File: config.mk
export PLATFORM = sky130hd
export DESIGN_NAME = demux32_collector_flat
export DESIGN_NICKNAME = d
export VERILOG_FILES = /design/src/rtl/demux32_collector_if.sv /design/src/rtl/demux32_collector.sv /design/src/flat_wrapper.sv
export SDC_FILE = /design/constraint.sdc
export NUM_CORES = 1
export LEC_CHECK = 0
export ABC_AREA = 1
export CAP_MARGIN = 5
export CORE_UTILIZATION = 40
export DETAILED_ROUTE_END_ITERATION = 10
export GPL_ROUTABILITY_DRIVEN = 0
export PLACE_DENSITY = 0.67
export SYNTH_ARGS = -nofsm -noshare
export SYNTH_HDL_FRONTEND = slang
export SYNTH_SLANG_ARGS = --single-unit
File: constraint.sdc
create_clock -name clk -period 2.95 [get_ports clk]
set_input_delay 0.295 -clock clk [delete_from_list [all_inputs] [get_ports clk]]
set_output_delay 0.295 -clock clk [all_outputs]
set_load 0.02 [all_outputs]
File: src/rtl/demux32_collector_if.sv
// Bit-collector bus: the producer supplies an indexed bit and an optional clear.
// The collector returns the stored word, the fill mask, the fill count and status flags.
interface demux32_collector_if #(
  parameter int unsigned N = 32
);
  localparam int unsigned S = $clog2(N);

  logic         ena;
  logic         clear;
  logic [S-1:0] select;
  logic         in;
  logic [N-1:0] out;
  logic [N-1:0] written;
  logic [S:0]   count;
  logic         done;
  logic         dup;

  modport master (
    output ena, clear, select, in,
    input  out, written, count, done, dup
  );

  modport slave (
    input  ena, clear, select, in,
    output out, written, count, done, dup
  );
endinterface

File: src/rtl/demux32_collector.sv
// Sequential 1:N demultiplexer: writes one addressed bit per enabled cycle into a
// stored word, tracking which positions have been filled since the last clear.
module demux32_collector #(
  parameter int unsigned N = 32
) (
  input logic               clk,
  input logic               rst,
  demux32_collector_if.slave bus
);
  localparam int unsigned S = $clog2(N);
  localparam logic [S:0]  FULL = (S+1)'(N);

  logic [N-1:0] out_q, out_d;
  logic [N-1:0] written_q, written_d;
  logic [S:0]   count_q, count_d;
  logic         dup_q, dup_d;

  logic [N-1:0] base_out, base_written;
  logic [S:0]   base_count;

  // Clear is applied to the base state first, so a same-cycle write lands on an empty word.
  always_comb begin
    base_out     = bus.clear ? '0 : out_q;
    base_written = bus.clear ? '0 : written_q;
    base_count   = bus.clear ? '0 : count_q;

    out_d     = base_out;
    written_d = base_written;
    count_d   = base_count;
    dup_d     = 1'b0;

    if (bus.ena) begin
      out_d[bus.select] = bus.in;
      if (base_written[bus.select]) begin
        dup_d = 1'b1;
      end else begin
        written_d[bus.select] = 1'b1;
        count_d               = base_count + 1'b1;
      end
    end
  end

  always_ff @(posedge clk) begin
    if (rst) begin
      out_q     <= '0;
      written_q <= '0;
      count_q   <= '0;
      dup_q     <= 1'b0;
    end else begin
      out_q     <= out_d;
      written_q <= written_d;
      count_q   <= count_d;
      dup_q     <= dup_d;
    end
  end

  assign bus.out     = out_q;
  assign bus.written = written_q;
  assign bus.count   = count_q;
  assign bus.dup     = dup_q;
  assign bus.done    = (count_q == FULL);
endmodule

File: src/flat_wrapper.sv
// flat-port wrapper written by rule: the top's interface ports become plain ports
module demux32_collector_flat 
#(
  parameter int unsigned N = 32
)
  (clk, rst, bus_ena, bus_clear, bus_select, bus_in, bus_out, bus_written, bus_count, bus_done, bus_dup);
  demux32_collector_if #(.N(N)) bus_i ();
  input logic clk;
  input logic rst;
  input wire logic [$bits(bus_i.ena)-1:0] bus_ena;
  input wire logic [$bits(bus_i.clear)-1:0] bus_clear;
  input wire logic [$bits(bus_i.select)-1:0] bus_select;
  input wire logic [$bits(bus_i.in)-1:0] bus_in;
  output wire logic [$bits(bus_i.out)-1:0] bus_out;
  output wire logic [$bits(bus_i.written)-1:0] bus_written;
  output wire logic [$bits(bus_i.count)-1:0] bus_count;
  output wire logic [$bits(bus_i.done)-1:0] bus_done;
  output wire logic [$bits(bus_i.dup)-1:0] bus_dup;
  assign bus_i.ena = bus_ena;
  assign bus_i.clear = bus_clear;
  assign bus_i.select = bus_select;
  assign bus_i.in = bus_in;
  assign bus_out = bus_i.out;
  assign bus_written = bus_i.written;
  assign bus_count = bus_i.count;
  assign bus_done = bus_i.done;
  assign bus_dup = bus_i.dup;
  demux32_collector #(.N(N)) u_core (.clk(clk), .rst(rst), .bus(bus_i));
endmodule
Word level (Yosys, flattened, before mapping)
Index checks and enable logic that the tools add are counted.
- add/sub/neg operators: 1
- order comparisons: 2
- equal/unequal tests: 1
- mux-type cells: 14
- bitwise gates (word level): 2
- reductions and logical operators: 2
- operators by type and width (operator ; count):
    32-bit two-way mux ; 5
    32-bit bitwise mux ; 1
    32-bit OR ; 1
    6-bit two-way mux ; 3
    6-bit by 1-bit adder with 6-bit output (second input constant) ; 1
    6-bit equality test (second input constant) ; 1
    5-bit by 6-bit less-than comparator with 1-bit output (second input constant) ; 1
    1-bit binary-select mux with 5-bit select ; 1
    1-bit demux with 5-bit select ; 1
    5-bit by 1-bit greater-or-equal comparator with 1-bit output (second input constant) ; 1
    1-bit two-way mux ; 3
    2-bit OR reduction ; 1
    1-bit logical AND ; 1
    1-bit inverter ; 1
- flip-flop bits (word level): 71
- bits of input ports: 10
- output and inout port bits: 72

Longest topological paths before layout
- word-level depth: 7
- depth in mapped cells: 16

Worst setup path after synthesis
Ideal clock, no wire load.
- path kind: input port to flip-flop
- start point: in bus_clear
- end point: reg u_core.written_q[7], in the netlist u_core.bus.written[7]
- setup time: 56 ps
- data arrival time: 1506 ps
- required time: 2894 ps
- slack: 1387 ps
- stages: 16
- path buffers: 2
- cells stage by stage: inv_2 buf_2 nand2_1 nor2_1 nor2_1 nand2_1 nand2_1 nand2_1 nor2_2 nand2_2 inv_2 buf_6 nand2_1 nand2_1 nand2_1 inv_1
- word-level cells in the longest chain between the ends: 5
- elaborated cells between the ends (all ways): 6
- classes of those cells: mux (5); bitwise (1)
- RTL lines (element ; line ; text):
    start: declaration ; flat_wrapper.sv:11 ; input wire logic [$bits(bus_i.clear)-1:0] bus_clear;
    32-bit two-way mux (*) ; demux32_collector.sv:24 ; base_written = bus.clear ? '0 : written_q;
    1-bit binary-select mux with 5-bit select ; demux32_collector.sv:34 ; if (base_written[bus.select]) begin
    1-bit two-way mux (implied by the code) ; demux32_collector.sv:34 ;
    32-bit two-way mux ; demux32_collector.sv:34 ;
    32-bit two-way mux (*) ; demux32_collector.sv:32 ; if (bus.ena) begin
    end signal: assignment ; demux32_collector.sv:51 ; written_q <= written_d;
    end: declaration ; demux32_collector.sv:14 ; logic [N-1:0] written_q, written_d;
Every way passes the cells marked *; elsewhere a longest branch is shown, timed or not. The select of a mux whose other input is x is not followed.
A chain may end at the register's enable or synchronous reset.

Worst setup path after layout
- start point: in bus_clear
- end point: reg u_core.written_q[9], in the netlist u_core.bus.written[9]
The elaborated chain is that of the path after synthesis.

==> metrics.md <==
| Metric | Value |
|---|---|
| Outcome | `finished, final reports clean` |
| Number of synthesized register bits | `71` |
| FFs w/ async S/R, synth | `0%` |
| Global-route usage over all layers | `23.8%` |
| H-tree depth | `3` |
| Mapped Cells | `491` |
| Max Freq | `396 MHz` |
| Area growth from synthesis to layout | `30.1%` |
| CTS buffer count | `9` |
| Crit-path slowest cell | `clkdlybuf4s50_1` |
| Clock skew | `4.89 ps` |
| Peak supply drop | `0.164 mV` |
| Core Rows | `32` |
| Setup CP Type | `input pin to register` |
| CTS clk-pin slew, worst paths | `70 ps` |
| Max-cap viol count | `0` |
| Placed insts | `653` |
| Least-Margin Pin Slew | `696 ps` |
| Initial DRC Count | `329` |
| Most common cell after layout, fill and taps aside | `nand2_1` |
| Hold/Removal Path Class | `input pin to register` |
| Routed len/inst | `14.7 um` |
| Drc violations | `0` |
| CP max stage delay | `560 ps` |
| TritonRoute pass-1 iters | `5` |
| IO Count | `82` |
| CTS Sinks | `71` |
| Die height | `92.2 um` |
| Fin. max-slew vios | `0` |
| Setup violators final | `0` |
| Sw Ratio | `25.5%` |
| I/O Buffers | `81` |
| Crit. Startpoint | `bus_clear` |
| Top_reg_cell synth | `dfxtp_1` |
| Pwr per Cell Area | `420 nW/um^2` |
| CP endpoint kind | `register` |
| Vias per cell | `5.25` |
| CTS Hold Buffers Added | `0` |
| Clk buf depth | `2` |
| Critical-path cell list | `clkdlybuf4s50_1 -> inv_2 -> nand2_1 -> nor2_1 -> nor2_1 -> nand2_1 -> nand2_1 -> nand2_1 -> nor2_2 -> nand2_2 -> inv_2 -> nand2_1 -> a21oi_1` |
| Setup crit end | `u_core.bus.written[9]` |
| Post-CTS sizing | `0` |
| Post-DP HPWL | `6.97 mm` |
| RSZ-0062 raised after global routing | `no` |
| Worst endpoint required time | `3220 ps` |
| Syn Area/Cell | `6.63 sq um` |
| CTS tree | `yes` |
| Worst reg2reg path endpoint | `u_core.bus.written[9]` |
| Sequential fraction of the synthesis area | `43.7%` |
| Most used cell, CP | `nand2_1` |
| Leakage power | `0.00157 uW` |
| Via count | `3494` |
| Clk pwr share | `36.4%` |
| N_diodes | `0` |
| Initial Utilization | `41.7%` |
| Full die area | `8500 sq um` |
| DRT Wirelength | `9.82 mm` |
| Nets | `573` |
| Yosys warns | `0` |
| Layout cells sized above 1 | `3.90%` |
| Clock Latency Late Sink | `340 ps` |
| Mapped Nets | `502` |
| Crit path launch type | `input pin` |
| R2R Path Start | `u_core.bus.written[15]` |
| Worst R2R Path Depth | `11` |
| Post-synth EDFFs | `0` |
| Reg-to-reg slack, setup | `1030 ps` |
| Post-route minimum period | `2530 ps` |
| Seq pwr share | `54.7%` |
| Critical Path AT | `2800 ps` |
| First-pass GRT wire length | `15.8 mm` |
| Worst Path Max Fanout | `42` |
| Post-Route Setup TNS | `0 ps` |
| Post-DRT Antenna Nets | `0` |
| Core ar. | `7810 sq um` |
| Commonest cells after routing, fill and taps aside | `nand2_1, nor2_1, clkdlybuf4s50_1` |
| Die Wd | `92.2 um` |
| Distinct cells, synth | `20` |
| Worst relative slew slack | `53.5%` |
| Largest net degree at the start of global routing | `43` |
| Vias in the first global route | `3123` |
| Internal power | `1320 uW` |
| Final period utilization | `85.6%` |
| Combinational Power Share | `8.9%` |
| Mapped cell area | `3260 sq um` |
| Buffer count from post-CTS setup fixing | `0` |
| Root buf cell | `clkbuf_8` |
| Psw | `454 uW` |
| GRT overflow | `0` |
| Initial antenna violation count | `0` |
| Final hold violations | `0` |
| Post-route insts no fill | `666` |
synthesized netlist by cell type, types with 2 or more instances:
library cell	count	area (sq um)
nand2_1	104	390
nor2_1	102	383
dfxtp_1	71	1420
nor3_1	66	330
a21oi_1	60	300
inv_1	35	131
clkbuf_1	14	52.6
o21ai_0	8	40.0
nand3_1	7	35.0
buf_6	5	56.3
buf_1	4	15.0
nand4_1	3	18.8
a22oi_1	2	15.0
buf_2	2	10.0
inv_2	2	7.51
nor2_2	2	12.5
power by group through the flow:
stage	clock [uW]	combinational (uW)	sequential, uW
6_report	647	158	973
5_1_grt	701	172	973
4_1_cts	653	156	973
3_5_place_dp	0	155	995
3_3_place_gp	0	153	995
2_1_floorplan	0	85.7	1010
final cells by class:
cell class	instances	area [sq um]
Fill cell	772	3570
Multi-Input combinational cell	358	1560
Sequential cell	71	1420
Timing Repair Buffer	85	836
Clock buffer	11	141
Inverter	37	139
Tap cell	102	128
Clock inverter	2	10.0
worst min path at each step:
stage | from | end | slack (ps) | depth (start not counted)
after floorplan | bus_ena | u_core.bus.count[4] | 440 | 2
after global placement | u_core.bus.written[22] | u_core.bus.written[22] | 480 | 2
after detailed placement | u_core.bus.written[20] | u_core.bus.written[20] | 490 | 2
after CTS | rst | u_core.bus.written[5] | 400 | 2
after global routing | rst | u_core.bus.written[1] | 420 | 2
final | rst | u_core.bus.written[20] | 410 | 2
flip-flops by register name, summed over array words and instances (netlist names):
name,flops
u_core.bus.dup,1
u_core.bus.count,6
u_core.bus.out,32
u_core.bus.written,32
routing by layer:
metal  vias to the layer above  wire, um  GRT usage (%)
li1                       1734         -              -
met1                      1584      4670           34.6
met2                       164      4240           35.3
met5                         -         0              0
met3                        12       783           4.15
met4                         0       126           8.20
critical path, delay by kind of cell:
family	cells	cell delay [ps]
simple gates	9	1050
buf+inv	3	1260
compound gates	1	160
stage by stage:
step	setup WS [ps]	power (uW)	hold slack [ps]	instance area [sq um]	util, %
after floorplan	1390	1090	438	3260	-
after global placement	161	1150	483	4090	52.3
after detailed placement	125	1150	489	4090	52.3
after CTS	453	1780	401	4240	54.3
after global routing	124	1850	422	4240	54.3
final	425	1780	414	4240	54.3
kinds of logic (layout without fill, tap and decap cells):
logic type / count (synthesis) / count (layout) / share of synthesized area, %
XOR/XNOR: 2 / 2 / 0.538
buffers and inverters: 62 / 135 / 8.38
adder cells (fa/ha/maj): 1 / 1 / 0.384
AND/OR/NAND/NOR: 285 / 285 / 36.1
flip-flops: 71 / 71 / 43.7
AO/OA/AOI/OAI: 70 / 70 / 10.9
Note: power is estimated with default switching activity, not from simulation.
